File: src/rtl/pixel_fifo_dither_pkg.sv
`default_nettype none
// ============================================================================
// Module   : pixel_fifo_dither_pkg
// Brief    : RGB332 field slices, 2-bit-per-channel output type and the
//            saturating 2x2 ordered-dither helpers.
// Revision : 1.0 - initial release
// ============================================================================
package pixel_fifo_dither_pkg;

  // RGB332 byte layout: {R[2:0], G[2:0], B[1:0]}
  localparam int c_R_MSB = 7;
  localparam int c_R_LSB = 5;
  localparam int c_G_MSB = 4;
  localparam int c_G_LSB = 2;
  localparam int c_B_MSB = 1;
  localparam int c_B_LSB = 0;

  typedef struct packed {
    logic [1:0] r;
    logic [1:0] g;
    logic [1:0] b;
  } rgb222_t;

  // Drop the channel LSB, add it back as a dither bias, clamp to 3.
  function automatic logic [1:0] sat3(input logic [2:0] ch, input logic d);
    logic [2:0] w_sum;
    w_sum = {1'b0, ch[2:1]} + {2'b00, ch[0] & d};
    return (w_sum > 3'd3) ? 2'd3 : w_sum[1:0];
  endfunction

  // Reduce an RGB332 pixel to RGB222; blue already has two bits.
  function automatic rgb222_t dither332(input logic [7:0] px, input logic d);
    rgb222_t w_o;
    w_o.r = sat3(px[c_R_MSB:c_R_LSB], d);
    w_o.g = sat3(px[c_G_MSB:c_G_LSB], d);
    w_o.b = px[c_B_MSB:c_B_LSB];
    return w_o;
  endfunction

endpackage
`default_nettype wire

File: src/rtl/pixel_fifo_dither_if.sv
`default_nettype none
// ============================================================================
// Module   : pixel_fifo_dither_if
// Brief    : Pixel input strobe, display timing taps and RGB222 / status
//            outputs of the pixel FIFO + dither block.
// Revision : 1.0 - initial release
// ============================================================================
interface pixel_fifo_dither_if #(
  parameter int DEPTH = 8
);
  localparam int c_LVL_W = $clog2(DEPTH) + 1;

  logic [7:0]         in_data;
  logic               in_valid;
  logic               flush;
  logic               active;
  logic               x0;
  logic               y0;
  logic               almost_full;
  logic [c_LVL_W-1:0] level;
  logic [1:0]         r_out;
  logic [1:0]         g_out;
  logic [1:0]         b_out;
  logic               underflow;
  logic               overflow;

  // Reader / timing generator side
  modport master (
    output in_data, in_valid, flush, active, x0, y0,
    input  almost_full, level, r_out, g_out, b_out, underflow, overflow
  );

  // FIFO + dither block side
  modport slave (
    input  in_data, in_valid, flush, active, x0, y0,
    output almost_full, level, r_out, g_out, b_out, underflow, overflow
  );

endinterface
`default_nettype wire

File: src/rtl/pixel_fifo_dither_sync_fifo.sv
`default_nettype none
// ============================================================================
// Module   : pixel_fifo_dither_sync_fifo
// Brief    : DEPTH x WIDTH synchronous FIFO with separate occupancy count,
//            full/empty flags and a synchronous flush. Head is combinational.
// Revision : 1.0 - initial release
// ============================================================================
module pixel_fifo_dither_sync_fifo #(
  parameter int DEPTH = 8,
  parameter int WIDTH = 8
) (
  input  wire logic                       clk,
  input  wire logic                       rst,
  input  wire logic                       i_flush,
  input  wire logic                       i_wr_en,
  input  wire logic [WIDTH-1:0]           i_wr_data,
  input  wire logic                       i_rd_en,
  output logic      [WIDTH-1:0]           o_rd_data,
  output logic      [$clog2(DEPTH):0]     o_count,
  output logic                            o_full,
  output logic                            o_empty
);
  localparam int c_PTR_W = $clog2(DEPTH);
  localparam int c_CNT_W = c_PTR_W + 1;

  logic [WIDTH-1:0]   r_mem [DEPTH];
  logic [c_PTR_W-1:0] r_wr_ptr;
  logic [c_PTR_W-1:0] r_rd_ptr;
  logic [c_CNT_W-1:0] r_count;
  logic               w_wr;
  logic               w_rd;

  // Guard against pushing into full / popping from empty; flush wins over both.
  assign w_wr = i_wr_en && !o_full  && !i_flush;
  assign w_rd = i_rd_en && !o_empty && !i_flush;

  // Storage array; contents need no reset because count gates visibility.
  always_ff @(posedge clk) begin
    if (w_wr) begin
      r_mem[r_wr_ptr] <= i_wr_data;
    end
  end

  // Pointers wrap naturally at DEPTH (power of two).
  always_ff @(posedge clk or posedge rst) begin
    if (rst) begin
      r_wr_ptr <= '0;
      r_rd_ptr <= '0;
    end else if (i_flush) begin
      r_wr_ptr <= '0;
      r_rd_ptr <= '0;
    end else begin
      if (w_wr) r_wr_ptr <= r_wr_ptr + 1'b1;
      if (w_rd) r_rd_ptr <= r_rd_ptr + 1'b1;
    end
  end

  // Occupancy count, unchanged on simultaneous push and pop.
  always_ff @(posedge clk or posedge rst) begin
    if (rst) begin
      r_count <= '0;
    end else if (i_flush) begin
      r_count <= '0;
    end else begin
      case ({w_wr, w_rd})
        2'b10:   r_count <= r_count + c_CNT_W'(1);
        2'b01:   r_count <= r_count - c_CNT_W'(1);
        default: r_count <= r_count;
      endcase
    end
  end

  assign o_rd_data = r_mem[r_rd_ptr];
  assign o_count   = r_count;
  assign o_full    = (r_count == c_CNT_W'(DEPTH));
  assign o_empty   = (r_count == '0);

endmodule
`default_nettype wire

File: src/rtl/pixel_fifo_dither.sv
`default_nettype none
// ============================================================================
// Module   : pixel_fifo_dither
// Brief    : Buffers bursty RGB332 pixels from the flash reader, repeats each
//            pixel H_REPEAT display clocks, applies 2x2 ordered dither down to
//            RGB222 and registers the result for the VGA pins.
// Revision : 1.0 - initial release
// ============================================================================
module pixel_fifo_dither
  import pixel_fifo_dither_pkg::*;
#(
  parameter int DEPTH    = 8,
  parameter int H_REPEAT = 2
) (
  input  wire logic          clk,
  input  wire logic          rst,
  pixel_fifo_dither_if.slave bus
);
  localparam int         c_CNT_W    = $clog2(DEPTH) + 1;
  localparam logic [1:0] c_REP_LAST = 2'(H_REPEAT - 1);

  logic [1:0]         r_rep;
  logic               r_underflow;
  logic               r_overflow;
  rgb222_t            r_pix;

  logic [7:0]         w_head;
  logic [c_CNT_W-1:0] w_count;
  logic               w_full;
  logic               w_empty;
  logic               w_pop_due;
  logic               w_wr_en;
  logic               w_rd_en;
  rgb222_t            w_pix_next;

  // A source pixel is retired on the last repeat slot of an active clock.
  assign w_pop_due = bus.active && (r_rep == c_REP_LAST);
  assign w_wr_en   = bus.in_valid && !w_full  && !bus.flush;
  assign w_rd_en   = w_pop_due    && !w_empty && !bus.flush;

  pixel_fifo_dither_sync_fifo #(
    .DEPTH (DEPTH),
    .WIDTH (8)
  ) u_fifo (
    .clk       (clk),
    .rst       (rst),
    .i_flush   (bus.flush),
    .i_wr_en   (w_wr_en),
    .i_wr_data (bus.in_data),
    .i_rd_en   (w_rd_en),
    .o_rd_data (w_head),
    .o_count   (w_count),
    .o_full    (w_full),
    .o_empty   (w_empty)
  );

  // Horizontal repeat counter: advances on active clocks, cleared by flush.
  always_ff @(posedge clk or posedge rst) begin
    if (rst) begin
      r_rep <= '0;
    end else if (bus.flush) begin
      r_rep <= '0;
    end else if (bus.active) begin
      r_rep <= (r_rep == c_REP_LAST) ? 2'd0 : r_rep + 2'd1;
    end
  end

  // Sticky error flags; only reset clears them, flush leaves them alone.
  always_ff @(posedge clk or posedge rst) begin
    if (rst) begin
      r_underflow <= 1'b0;
      r_overflow  <= 1'b0;
    end else begin
      if (w_pop_due && w_empty && !bus.flush)      r_underflow <= 1'b1;
      if (bus.in_valid && w_full && !bus.flush)    r_overflow  <= 1'b1;
    end
  end

  // Next output pixel: dithered head when displaying, black when blanking,
  // starved, or discarding the line with flush.
  always_comb begin
    w_pix_next = '0;
    if (bus.active && !w_empty && !bus.flush) begin
      w_pix_next = dither332(w_head, bus.x0 ^ bus.y0);
    end
  end

  // Output register, one clock of latency to the pins.
  always_ff @(posedge clk or posedge rst) begin
    if (rst) begin
      r_pix <= '0;
    end else begin
      r_pix <= w_pix_next;
    end
  end

  assign bus.r_out       = r_pix.r;
  assign bus.g_out       = r_pix.g;
  assign bus.b_out       = r_pix.b;
  assign bus.underflow   = r_underflow;
  assign bus.overflow    = r_overflow;
  assign bus.level       = w_count;
  assign bus.almost_full = (w_count >= c_CNT_W'(DEPTH - 2));

endmodule
`default_nettype wire

File: src/flat_wrapper.sv
// flat-port wrapper written by rule: the top's interface ports become plain ports
module pixel_fifo_dither_flat import pixel_fifo_dither_pkg::*;
#(
  parameter int DEPTH    = 8,
  parameter int H_REPEAT = 2
)
  (clk, rst, bus_in_data, bus_in_valid, bus_flush, bus_active, bus_x0, bus_y0, bus_almost_full, bus_level, bus_r_out, bus_g_out, bus_b_out, bus_underflow, bus_overflow);
  pixel_fifo_dither_if #(.DEPTH(DEPTH)) bus_i ();
  input  wire logic clk;
  input  wire logic rst;
  input wire logic [$bits(bus_i.in_data)-1:0] bus_in_data;
  input wire logic [$bits(bus_i.in_valid)-1:0] bus_in_valid;
  input wire logic [$bits(bus_i.flush)-1:0] bus_flush;
  input wire logic [$bits(bus_i.active)-1:0] bus_active;
  input wire logic [$bits(bus_i.x0)-1:0] bus_x0;
  input wire logic [$bits(bus_i.y0)-1:0] bus_y0;
  output wire logic [$bits(bus_i.almost_full)-1:0] bus_almost_full;
  output wire logic [$bits(bus_i.level)-1:0] bus_level;
  output wire logic [$bits(bus_i.r_out)-1:0] bus_r_out;
  output wire logic [$bits(bus_i.g_out)-1:0] bus_g_out;
  output wire logic [$bits(bus_i.b_out)-1:0] bus_b_out;
  output wire logic [$bits(bus_i.underflow)-1:0] bus_underflow;
  output wire logic [$bits(bus_i.overflow)-1:0] bus_overflow;
  assign bus_i.in_data = bus_in_data;
  assign bus_i.in_valid = bus_in_valid;
  assign bus_i.flush = bus_flush;
  assign bus_i.active = bus_active;
  assign bus_i.x0 = bus_x0;
  assign bus_i.y0 = bus_y0;
  assign bus_almost_full = bus_i.almost_full;
  assign bus_level = bus_i.level;
  assign bus_r_out = bus_i.r_out;
  assign bus_g_out = bus_i.g_out;
  assign bus_b_out = bus_i.b_out;
  assign bus_underflow = bus_i.underflow;
  assign bus_overflow = bus_i.overflow;
  pixel_fifo_dither #(.DEPTH(DEPTH), .H_REPEAT(H_REPEAT)) u_core (.clk(clk), .rst(rst), .bus(bus_i));
endmodule
File: config.mk
export PLATFORM = sky130hd
export DESIGN_NAME = pixel_fifo_dither_flat
export DESIGN_NICKNAME = d
export VERILOG_FILES = /design/src/rtl/pixel_fifo_dither_pkg.sv /design/src/rtl/pixel_fifo_dither_if.sv /design/src/rtl/pixel_fifo_dither_sync_fifo.sv /design/src/rtl/pixel_fifo_dither.sv /design/src/flat_wrapper.sv
export SDC_FILE = /design/constraint.sdc
export NUM_CORES = 1
export LEC_CHECK = 0
export BUFFER_PORTS_ARGS = -buffer_cell sky130_fd_sc_hd__buf_2
export CAP_MARGIN = 0
export CORE_MARGIN = 3
export CORE_UTILIZATION = 60
export DETAILED_ROUTE_END_ITERATION = 10
export HOLD_SLACK_MARGIN = 0.15
export PLACE_DENSITY = 0.87
export REMOVE_ABC_BUFFERS = 1
export SLEW_MARGIN = 20
export SYNTH_ARGS = -nofsm -noshare
export SYNTH_HDL_FRONTEND = slang
export SYNTH_SLANG_ARGS = --single-unit
File: constraint.sdc
create_clock -name clk -period 4.5 [get_ports clk]
set_input_delay 0.675 -clock clk [delete_from_list [all_inputs] [get_ports clk]]
set_output_delay 0.675 -clock clk [all_outputs]
set_load 0.005 [all_outputs]
# Word-level counts from Yosys, hierarchy flattened
# Memory sizes are Yosys's and may differ from the RTL's.
# Cells that the tools add are included.
dict set report totals {
  reg_bits 20
  mem_bits_rw 64
  inputBits 15
  elab_cells 64
  n_memories 1
}
# memory depth word_bits read_ports rd_ports_with_merged_regs wr line_no
set mem_list {}
lappend mem_list {u_core.u_fifo.r_mem 8 8 1 0 1 pixel_fifo_dither_sync_fifo.sv:26} ;# logic [WIDTH-1:0] r_mem [DEPTH];
dict set report classes {
  n_addsub 7
  n_lt_le_gt_ge 3
  eq_ne 4
  n_mux 14
  bitwise 3
  reduce_logical 23
}
# op count
set op_table {}
lappend op_table {{$logic_and 1x1->1} 15}
lappend op_table {{$mux 3} 4}
lappend op_table {{$mux 2} 5}
lappend op_table {{$pmux 4 s2} 1}
lappend op_table {{$add 2x1->3} 2}
lappend op_table {{$add 3x1->3 const B} 2}
lappend op_table {{$gt 3x2->1 const B} 2}
lappend op_table {{$mux 6} 1}
lappend op_table {{$reduce_bool 2->1} 3}
lappend op_table {{$add 4x1->4 const B} 1}
lappend op_table {{$eq 2x1->1 const B} 2}
lappend op_table {{$eq 4x4->1 const B} 1}
lappend op_table {{$ge 4x3->1 const B} 1}
lappend op_table {{$logic_not 4->1} 1}
lappend op_table {{$mux 4} 1}
lappend op_table {{$sub 4x1->4 const B} 1}
lappend op_table {{$logic_not 1->1} 3}
lappend op_table {{$reduce_bool 3->1} 1}
lappend op_table {{$add 2x1->2 const B} 1}
lappend op_table {{$and 1x1->1} 2}
lappend op_table {{$eq 2x2->1 const B} 1}
lappend op_table {{$mux 1} 2}
lappend op_table {{$xor 1x1->1} 1}

# Depth between registers and ports, before layout
# Gate-level depths: netlist (run 1).
dict set report logic_depth {
  ltp_word 9
  mapped_depth 9
  depth_no_buf 8
}

# By module
# A second synthesis (run 1) with hierarchy kept.
dict set report hier_totals {
  hier_cells 210
  hier_area_um2 3563.4
}
# mod n_inst cells_each area_each_um2
set modules_own_cells {}
lappend modules_own_cells {pixel_fifo_dither_sync_fifo 1 171 3128.0}
lappend modules_own_cells {pixel_fifo_dither 1 39 435.4}

# Least setup slack after synthesis (run 1)
# OpenSTA, ideal clock, no wires.
dict set report synth_timing {
  kind {in2reg}
  startpoint {input bus_flush}
  endpoint {register u_core.u_fifo.r_count[3] (netlist: u_core.u_fifo.o_count[3])}
  setup_time_ns 0.126
  arrival_ns 2.438
  required_time_ns 4.374
  slack_ns 1.936
  path_stages 9
  path_buffers 1
  cell_sequence {clkbuf_8 -> and4bb_4 -> nand2_4 -> nor2_1 -> ha_1 -> a21o_1 -> a21oi_1 -> nor3b_1 -> o32a_1}
}
dict set report synth_between {
  elab_chain_cells 7
  word_cells_on_any_way 12
  cone_classes {2 x eq/ne; 2 x mux; 8 x reduce/logical}
}
# element line_no
set synth_lines {}
lappend synth_lines {{start: declaration} flat_wrapper.sv:13} ;# input wire logic [$bits(bus_i.flush)-1:0] bus_flush;
lappend synth_lines {{$logic_not 1->1} n/a}
lappend synth_lines {{$logic_and 1x1->1 (on tied branches)} {pixel_fifo_dither.sv:39, pixel_fifo_dither.sv:38}}
lappend synth_lines {{$logic_and 1x1->1 (on tied branches) (2 in a row)} {pixel_fifo_dither_sync_fifo.sv:35, pixel_fifo_dither_sync_fifo.sv:34}}
lappend synth_lines {{$eq 2x1->1 or $eq 2x2->1 (tied branches)} pixel_fifo_dither_sync_fifo.sv:65} ;# case ({w_wr, w_rd})
lappend synth_lines {{$pmux 4 s2} pixel_fifo_dither_sync_fifo.sv:65}
lappend synth_lines {{$mux 4} pixel_fifo_dither_sync_fifo.sv:62} ;# end else if (i_flush) begin
lappend synth_lines {{end signal: assignment} pixel_fifo_dither_sync_fifo.sv:66} ;# 2'b10: r_count <= r_count + c_CNT_W'(1);
lappend synth_lines {{end signal: assignment} pixel_fifo_dither_sync_fifo.sv:67} ;# 2'b01: r_count <= r_count - c_CNT_W'(1);
lappend synth_lines {{end signal: assignment} pixel_fifo_dither_sync_fifo.sv:68} ;# default: r_count <= r_count;
lappend synth_lines {{end: declaration} pixel_fifo_dither_sync_fifo.sv:29} ;# logic [c_CNT_W-1:0] r_count;
# Several ways; a longest one is shown, not always the timed one.
# A chain may end at the register's enable or synchronous reset.

# Worst setup path in the final report (run 1)
dict set report layout_timing {
  startpoint {register u_core.u_fifo.r_count[1] (netlist: u_core.u_fifo.o_count[1])}
  endpoint {register u_core.u_fifo.r_count[3] (netlist: u_core.u_fifo.o_count[3])}
}
dict set report layout_between {
  elab_chain_cells 9
  word_cells_on_any_way 19
  cone_classes {2 x add/sub; 3 x eq/ne; 2 x mux; 12 x reduce/logical}
}
# element line_no
set layout_lines {}
lappend layout_lines {{$eq 4x4->1 or $logic_not 4->1 (tied branches)} {pixel_fifo_dither_sync_fifo.sv:75, pixel_fifo_dither_sync_fifo.sv:76}}
lappend layout_lines {{$logic_not 1->1 (on tied branches)} n/a}
lappend layout_lines {{$logic_and 1x1->1 (on tied branches) (2 in a row)} {pixel_fifo_dither.sv:38, pixel_fifo_dither.sv:39}}
lappend layout_lines {{$logic_and 1x1->1 (on tied branches) (2 in a row)} {pixel_fifo_dither_sync_fifo.sv:34, pixel_fifo_dither_sync_fifo.sv:35}}
lappend layout_lines {{$eq 2x1->1 or $eq 2x2->1 (tied branches)} pixel_fifo_dither_sync_fifo.sv:65}
lappend layout_lines {{$pmux 4 s2} pixel_fifo_dither_sync_fifo.sv:65}
lappend layout_lines {{$mux 4} pixel_fifo_dither_sync_fifo.sv:62}
# Several ways; a longest one is shown, not always the timed one.

==> results.json, run 1 <==
{
  "yosysSeqAreaShare_pct": 68.6,
  "setup_tns_ns": 0,
  "cts_buffers": 9,
  "worst_slew_pin_slew_ns": 1.01,
  "finalHoldViolations": 0,
  "drt-initial-drc-count": 152,
  "die_w_um": 82.7,
  "setup_violations": 0,
  "drc": 0,
  "antenna_found_initial": 0,
  "track_usage_pct": 20.4,
  "powerDensity_nw_per_um2": 446,
  "period_share_pct": 64.1,
  "grt_pass1_wl_mm": 9.64,
  "maxSlewViolCount": 0,
  "synth_flop_cell": "edfxtp_1",
  "antenna_cells": 0,
  "p_switching_uw": 465,
  "combinationalPowerShare_pct": 16.1,
  "yosys.area.top_type": "edfxtp_1",
  "num_io_pins": 28,
  "synth_area_sq_um": 3530,
  "worstHoldPathType": "input pin to async pin",
  "fp.dieArea_sq_um": 6840,
  "fmax_mhz": 347,
  "portBuffers": 27,
  "ys_ff_latch": 84,
  "first_global_vias": 1812,
  "gp_congestion": 0.845,
  "ys_types": 38,
  "path_max_fanout": 9,
  "insertion_delay_ns": 0.35,
  "ant_nets": 0,
  "layout-drive-gt1-share_pct": 32.4,
  "fp-row-count": 27,
  "cts_resized": 0,
  "hpwl_mm": 4.00,
  "p_sw_share_pct": 26.3,
  "p_seq_share_pct": 53.7,
  "post_cts_buffers": 0,
  "synth-async-reset-ratio_pct": 23.8,
  "rr_startpoint": "u_core.u_fifo.o_count[1]",
  "cts_sinks": 84,
  "areaGrowthSynthToFinish_pct": 12.1,
  "end_kind": "flop",
  "die_h_um": 82.7,
  "cts_hold_buf": 0,
  "cts_tree": "built",
  "maxSlewHeadroom_pct": 32.7,
  "hold_ws_ns": 0.449,
  "clock-root-buffer": "clkbuf_8",
  "path_clk_slew_ns": 0.09,
  "placedCellCount": 300,
  "core_area_sq_um": 5610,
  "vias_per_cell": 5.87,
  "cap_violations": 0,
  "finalPower_uw": 1770,
  "ctsLongestPathBuffers": 2,
  "rsz0062_at_grt": "no",
  "power.leakage_uw": 0.00149,
  "yosys.area.top_type_share_pct": 54.4,
  "wirelength_mm": 6.12,
  "grt_max_degree": 21,
  "nets": 261,
  "drt-wirelength-per-cell_um": 19.4,
  "r2r_end": "u_core.u_fifo.o_count[3]",
  "max-vdd-ir-drop_uv": 292,
  "h-tree-depth": 3,
  "worst-r2r-setup-slack_ns": 1.61,
  "n_fill_cell": 377,
  "initial_core_util_pct": 62.9,
  "stdcell_count": 316,
  "min_period_ns": 2.89,
  "synthTopCellsByArea": "edfxtp_1 (54%), dfrtp_1 (14%), mux4_2 (10%), mux2i_1 (2.3%), ha_1 (2.1%)",
  "finClkSkew_ns": 0.0114,
  "vias": 1855,
  "worstPathRequired_ns": 4.78,
  "internal-power_uw": 1300,
  "critPathArrivalTime_ns": 3.17,
  "yosys_warnings": 0,
  "r2r_cells": 8,
  "synth.avg_cell_area_sq_um": 17.5,
  "synth_edf_count": 64,
  "p_clk_share_pct": 30.3,
  "status": "finished, final reports clean",
  "post_synth_inst_count": 202,
  "grt_overflow": 0,
  "synthTopCellsByCount": "edfxtp_1 (64), dfrtp_1 (20), nor2_1 (20), mux4_2 (16), nand2_1 (10)",
  "critPathKind": "flop to flop",
  "crit_path_start_kind": "flop",
  "drtPass1Iterations": 4,
  "yosysMostFrequentCell": "edfxtp_1"
}
-- registers in the layout, indices dropped and copies added, names as in the netlist --
register,cells
u_core.u_fifo.r_mem,64
u_core.u_fifo.o_count,4
u_core.u_fifo.r_rd_ptr,3
u_core.u_fifo.r_wr_ptr,3
u_core.bus.b_out,2
u_core.bus.g_out,2
u_core.bus.r_out,2
u_core.r_rep,2
u_core.bus.overflow,1
u_core.bus.underflow,1
-- stage by stage --
| step | area, sq um | util (%) | setup WS (ns) |
|---|---|---|---|
| floorplan | 3490 | - | 2.08 |
| global placement | 3760 | 67.0 | 1.82 |
| detailed placement | 3760 | 67.0 | 1.67 |
| CTS | 3960 | 70.6 | 1.63 |
| global route | 3960 | 70.6 | 1.36 |
| finish | 3960 | 70.6 | 1.61 |
-- layout make-up --
| class | instances | area, sq um | area share (%) |
|---|---|---|---|
| repair buffers | 32 | 173 | 4.36 |
| clock buffers | 10 | 128 | 3.22 |
| flip-flops and latches | 84 | 2420 | 61.2 |
| well taps | 72 | 90.1 | 2.28 |
| clock inverters | 6 | 71.3 | 1.80 |
| inverters | 3 | 11.3 | 0.285 |
| multi-input cells | 109 | 1060 | 26.8 |
-- power groups by stage --
stage,clock [uW],sequential (uW),combinational [uW]
finish,535,947,283
detailed placement,0,966,286
global placement,0,961,279
global route,579,958,317
floorplan,0,963,184
CTS,547,948,288
-- critical path, stage by stage (launching register included) --
cell     delay (ns)
dfrtp_1        0.49
nor4b_1        0.67
nor2_1         0.22
nor2_1         0.28
ha_1           0.28
a21o_1         0.18
a21oi_1        0.27
mux2i_1        0.26
o32a_1         0.17
-- how the worst max path moves through the flow --
stage | from | endpoint | slack (ns) | depth (start not counted)
detailed placement | u_core.u_fifo.o_count[1] | u_core.u_fifo.o_count[3] | 1.67 | 8
global route | u_core.u_fifo.o_count[1] | u_core.u_fifo.o_count[3] | 1.36 | 8
floorplan | u_core.u_fifo.o_count[1] | u_core.u_fifo.o_count[3] | 2.08 | 8
finish | u_core.u_fifo.o_count[1] | u_core.u_fifo.o_count[3] | 1.61 | 8
CTS | u_core.u_fifo.o_count[1] | u_core.u_fifo.o_count[3] | 1.63 | 8
global placement | bus_flush | u_core.u_fifo.o_count[3] | 1.82 | 9
-- cell families after synthesis --
logic type | Yosys count | synth area share [%]
AND/OR/NAND/NOR | 56 | 8.90
buffers and inverters | 9 | 1.42
AO/OA/AOI/OAI | 10 | 1.91
flip-flops | 84 | 68.6
XOR/XNOR | 7 | 2.27
multiplexers | 29 | 14.2
adder cells (fa/ha/maj) | 7 | 2.69
-- layout by cell type, fill, tap and decap left out, drive strengths merged, types with 4 or more instances in the layout --
master and instances:
dfrtp 20, xnor2 4, nor3 5, buf 32, inv 5, nand3 5, mux2 5, clkbuf 10
mux2i 8, nand2 12, nor2 20, mux4 16, ha 6, edfxtp 64
-- per-layer routing --
layer / GRT usage (%) / vias to the layer above / routed length, um
met2: 31.7 / 54 / 3090
met5: 0 / - / 0
met3: 4.45 / 11 / 328
met1: 27.3 / 936 / 2570
met4: 10.3 / 0 / 130
li1: - / 854 / -
Power figures use the tool's default switching activity.
==> run 2, diff against run 1 <==
--- a/config.mk
+++ b/config.mk
@@ -8,10 +8,10 @@
 export BUFFER_PORTS_ARGS = -buffer_cell sky130_fd_sc_hd__buf_2
 export CAP_MARGIN = 0
 export CORE_MARGIN = 3
-export CORE_UTILIZATION = 60
+export CORE_UTILIZATION = 59
 export DETAILED_ROUTE_END_ITERATION = 10
 export HOLD_SLACK_MARGIN = 0.15
-export PLACE_DENSITY = 0.87
+export PLACE_DENSITY = 0.86
 export REMOVE_ABC_BUFFERS = 1
 export SLEW_MARGIN = 20
 export SYNTH_ARGS = -nofsm -noshare
==> constraint.sdc (replaced) <==
create_clock -name clk -period 2.67 [get_ports clk]
set_input_delay 0.4005 -clock clk [delete_from_list [all_inputs] [get_ports clk]]
set_output_delay 0.4005 -clock clk [all_outputs]
set_load 0.005 [all_outputs]
==> results.json, run 2 (same netlist as run 1, synthesis figures left out) <==
{
  "drtPass1Iterations": 4,
  "path_cells": "or4_4 > nand2_4 > nor2_1 > ha_1 > a21o_1 > a21oi_2 > nor3b_1 > o32a_1",
  "startpoint": "u_core.u_fifo.o_count[3]",
  "cp.depth": 8,
  "die_h_um": 83.3,
  "rsz0062_at_grt": "no",
  "core_area_sq_um": 5640,
  "grt_overflow": 0,
  "cts_tree": "built",
  "max_stage_delay_ns": 0.59,
  "maxSlewHeadroom_pct": 44.6,
  "critPathArrivalTime_ns": 2.62,
  "ant_nets": 0,
  "path_clk_slew_ns": 0.09,
  "placedCellCount": 311,
  "worst-r2r-setup-slack_ns": 0.29,
  "largest_register_ffs": 64,
  "ff_latch_area_sq_um": 2420,
  "final_cell_mix": "edfxtp_1 (64), buf_2 (27), nor2_1 (20), dfrtp_1 (20)",
  "path_max_fanout": 7,
  "maxSlewViolCount": 0,
  "slowest_stage": "or4_4",
  "min_period_ns": 2.38,
  "antenna_cells": 0,
  "die_w_um": 83.3,
  "portBuffers": 27,
  "critPathKind": "flop to flop",
  "clock-root-buffer": "clkbuf_8",
  "setup_ws_ns": 0.287,
  "insertion_delay_ns": 0.35,
  "powerDensity_nw_per_um2": 730,
  "crit_path_start_kind": "flop",
  "fmax_mhz": 420,
  "initial_core_util_pct": 62.6,
  "grt_pass1_wl_mm": 10.4,
  "rr_startpoint": "u_core.u_fifo.o_count[3]",
  "fp-row-count": 27,
  "stdcell_count": 327,
  "multiInputGateArea_sq_um": 1070,
  "worstHoldPathType": "input pin to async pin",
  "cts_hold_buf": 0,
  "nets": 272,
  "num_io_pins": 28,
  "ctsLongestPathBuffers": 2,
  "areaGrowthSynthToFinish_pct": 14.4,
  "max-vdd-ir-drop_uv": 454,
  "layout-drive-gt1-share_pct": 36.5,
  "grt_max_degree": 21,
  "setup_violations": 0,
  "drt-initial-drc-count": 188,
  "end_kind": "flop",
  "n_fill_cell": 357,
  "wirelength_mm": 6.31,
  "worstPathRequired_ns": 2.91,
  "setup_tns_ns": 0,
  "endpoint": "u_core.u_fifo.o_count[3]",
  "cts_buffers": 9,
  "fp.dieArea_sq_um": 6950,
  "worst_slew_pin_slew_ns": 0.830,
  "finalPower_uw": 2950,
  "gp_congestion": 0.815,
  "vias": 1899,
  "path_buf_inv": 0,
  "antenna_found_initial": 0,
  "cts_sinks": 84,
  "pre_cts_slack_ns": 0.210,
  "drc": 0,
  "status": "finished, final reports clean",
  "final_common_cell": "edfxtp_1",
  "r2r_cells": 8,
  "r2r_end": "u_core.u_fifo.o_count[3]",
  "first_global_vias": 1900,
  "track_usage_pct": 20.4,
  "hpwl_mm": 4.12,
  "top_register": "u_core.u_fifo.r_mem",
  "finClkSkew_ns": 0.0103,
  "vias_per_cell": 5.81,
  "power.leakage_uw": 0.00155,
  "drt-wirelength-per-cell_um": 19.3,
  "finalHoldViolations": 0,
  "period_share_pct": 89.3,
  "cp_top_family": "simple AND/OR/NAND/NOR gates",
  "cap_violations": 0,
  "h-tree-depth": 3,
  "hold_ws_ns": 0.198
}
==> run 2: changes by cell type in the layout (fill, tap and decap cells not counted), sizes merged <==
| cell | change |
|---|---|
| bufinv | -1 |
| buf | +11 |
| clkbuf | -1 |
| clkinv | +1 |
| inv | +1 |
==> run 2: worst min-delay path by stage <==
| stage | from | endpoint |
|---|---|---|
| 5_1_grt | rst | u_core.u_fifo.r_rd_ptr[2] |
| 3_3_place_gp | u_core.bus.overflow | u_core.bus.overflow |
| 2_1_floorplan | rst | u_core.bus.b_out[0] |
| 3_5_place_dp | u_core.bus.overflow | u_core.bus.overflow |
| 4_1_cts | rst | u_core.bus.g_out[0] |
| 6_report | rst | u_core.bus.r_out[1] |
==> run 2: final cells by class <==
class | instances | share of cell area, %
Sequential cell | 84 | 60.0
Tap cell | 72 | 2.23
Multi-Input combinational cell | 109 | 26.6
Clock inverter | 7 | 1.49
Timing Repair Buffer | 43 | 6.32
Inverter | 3 | 0.279
Clock buffer | 9 | 3.07
==> run 2: layer usage <==
| metal | routed length, um | track usage, % |
|---|---|---|
| met5 | 0 | 0 |
| met4 | 96 | 6.24 |
| met2 | 3120 | 31.3 |
| met3 | 408 | 6.45 |
| met1 | 2680 | 28.4 |
==> run 2: report_power, final <==
group          switching, uW  internal, uW
Sequential              71.0          1510
Combinational            264           271
Clock                    480           354
==> run 2: what timing repair did <==
action	CTS	global route
setup endpoints to repair	0	1
setup buffers	0	0
gates resized for setup	0	2
==> run 2: stage by stage <==
stage,area [sq um],utilization [%]
3_5_place_dp,3840,68.1
4_1_cts,4030,71.4
5_1_grt,4040,71.5
3_3_place_gp,3840,68.1
2_1_floorplan,3490,-
6_report,4040,71.5
==> run 3, diff against run 2 <==
--- a/config.mk
+++ b/config.mk
@@ -5,6 +5,7 @@
 export SDC_FILE = /design/constraint.sdc
 export NUM_CORES = 1
 export LEC_CHECK = 0
+export ABC_AREA = 1
 export BUFFER_PORTS_ARGS = -buffer_cell sky130_fd_sc_hd__buf_2
 export CAP_MARGIN = 0
 export CORE_MARGIN = 3
==> results.json, run 3 <==
{
  "grt_pass1_wl_mm": 11.5,
  "ff_latch_area_sq_um": 2420,
  "gp_congestion": 0.824,
  "drtPass1Iterations": 6,
  "cp_top_family": "simple AND/OR/NAND/NOR gates",
  "grt_max_degree": 35,
  "cts_resized": 0,
  "final_cell_mix": "nand2_1 (84), edfxtp_1 (64), nor2_1 (43)",
  "synth_flop_cell": "edfxtp_1",
  "status": "finished, final reports clean",
  "final_core_util_pct": 71.2,
  "synth_area_sq_um": 3610,
  "core_area_sq_um": 5710,
  "cts_buffers": 9,
  "vias_per_cell": 5.67,
  "synth.avg_cell_area_sq_um": 10.9,
  "powerDensity_nw_per_um2": 652,
  "period_share_pct": 79.8,
  "ant_nets": 0,
  "portBuffers": 27,
  "setup_violations": 0,
  "postPlaceCellArea_sq_um": 3860,
  "final_common_cell": "nand2_1",
  "multiInputGateArea_sq_um": 1040,
  "path_buf_inv": 1,
  "cts_hold_buf": 0,
  "slowest_stage": "dfrtp_1",
  "critPathMostFrequentCell": "nand2_1",
  "yosys_warnings": 0,
  "drc": 0,
  "die_w_um": 84.2,
  "h-tree-depth": 3,
  "path_cells": "nor2_1 > nand2_1 > nand2_4 > inv_4 > nor2_2 > ha_1 > a21oi_1 > nand2_1 > nand2_1 > nand2_1 > nand2_1 > nand2_1 > nand2_1 > nand2_1",
  "synth-async-reset-ratio_pct": 23.8,
  "initial_core_util_pct": 63.2,
  "nets": 391,
  "areaGrowthSynthToFinish_pct": 12.7,
  "maxSlewViolCount": 0,
  "worstPathRequired_ns": 2.91,
  "path_clk_slew_ns": 0.08,
  "finClkSkew_ns": 0.00823,
  "hpwl_mm": 4.70,
  "wirelength_mm": 7.33,
  "worst_slew_pin_slew_ns": 0.741,
  "maxSlewHeadroom_pct": 50.5,
  "post_cts_buffers": 0,
  "end_kind": "flop",
  "yosysMostFrequentCell": "nand2_1",
  "pre_cts_slack_ns": 0.484,
  "insertion_delay_ns": 0.35,
  "power.leakage_uw": 0.00172,
  "r2r_cells": 14,
  "rr_startpoint": "u_core.u_fifo.o_count[1]",
  "max-vdd-ir-drop_uv": 376,
  "layout-drive-gt1-share_pct": 17.1,
  "ys_ff_latch": 84,
  "post_synth_inst_count": 331,
  "cts_tree": "built",
  "rsz0062_at_grt": "no",
  "synthTopCellsByCount": "nand2_1 (84), edfxtp_1 (64), nor2_1 (43), nand3_1 (24), dfrtp_1 (20)",
  "antenna_found_initial": 0,
  "synthTopCellsByArea": "edfxtp_1 (53%), dfrtp_1 (14%), nand2_1 (8.7%), nor2_1 (4.5%), nand3_1 (3.3%)",
  "top_register": "u_core.u_fifo.r_mem",
  "worst-r2r-setup-slack_ns": 0.54,
  "ys_types": 27,
  "design_area_sq_um": 4070,
  "grt_overflow": 0,
  "clock-root-buffer": "clkbuf_8",
  "track_usage_pct": 21.3,
  "path_max_fanout": 7,
  "vias": 2530,
  "yosys.area.top_type": "edfxtp_1",
  "fmax_mhz": 469,
  "setup_ws_ns": 0.539,
  "synth_edf_count": 64,
  "n_fill_cell": 391,
  "drt-initial-drc-count": 242,
  "min_period_ns": 2.13,
  "ctsLongestPathBuffers": 2,
  "antenna_cells": 0,
  "crit_path_start_kind": "flop",
  "finalHoldViolations": 0,
  "fp-row-count": 27,
  "die_h_um": 84.2,
  "num_io_pins": 28,
  "fp.dieArea_sq_um": 7090,
  "yosysSeqAreaShare_pct": 67.1,
  "critPathKind": "flop to flop",
  "max_stage_delay_ns": 0.45,
  "drt-wirelength-per-cell_um": 16.4,
  "largest_register_ffs": 64,
  "r2r_end": "u_core.u_fifo.o_count[3]",
  "cts_sinks": 84,
  "first_global_vias": 2387,
  "worstHoldPathType": "input pin to async pin",
  "setup_tns_ns": 0,
  "critPathArrivalTime_ns": 2.38,
  "cap_violations": 0,
  "yosys.area.top_type_share_pct": 53.2
}
==> run 3: how the worst max path moves through the flow <==
stage                                          from                        to  slack (ns)  cells past startpoint
after floorplan           u_core.u_fifo.r_rd_ptr[0]       u_core.bus.g_out[0]        0.72                      8
after detailed placement                  bus_flush  u_core.u_fifo.o_count[3]        0.48                     15
after CTS                  u_core.u_fifo.o_count[1]  u_core.u_fifo.o_count[3]        0.57                     14
after global routing       u_core.u_fifo.o_count[1]  u_core.u_fifo.o_count[3]        0.39                     14
after global placement                    bus_flush  u_core.u_fifo.o_count[3]        0.60                     15
final                      u_core.u_fifo.o_count[1]  u_core.u_fifo.o_count[3]        0.54                     14
==> run 3: through the flow <==
stage	power [uW]	instances	hold slack [ns]
after floorplan	1630	320	0.364
after CTS	2660	446	0.180
after global routing	2750	446	0.240
after detailed placement	1720	430	0.456
final	2650	446	0.164
after global placement	1710	430	0.456
==> run 3: report_power, final <==
group          total (uW)  switching [uW]  internal (uW)
logic                 222             143           79.0
registers            1480            26.9           1450
clock network         956             432            523
total                2650             602           2050
==> run 3: cells by family after synthesis <==
logic type	share of synthesized area, %
XOR/XNOR	0.485
AO/OA/AOI/OAI	6.52
AND/OR/NAND/NOR	19.2
flip-flops	67.1
adder cells (fa/ha/maj)	2.63
buffers and inverters	4.02
==> run 3: layout make-up <==
cell class | count | area share [%]
multi-input combinational | 214 | 25.6
clock inverter | 5 | 1.88
inverter | 22 | 2.15
timing repair buffer | 38 | 5.35
tap | 72 | 2.21
clock buffer | 11 | 3.23
sequential | 84 | 59.6
==> run 3: layer usage <==
layer,vias to the layer above,part of all wire [%],track usage (%)
li1,1195,-,-
met1,1194,41,27.3
met2,122,49,34.7
met3,19,7.5,4.32
met4,0,2.3,10.4
met5,-,0,0
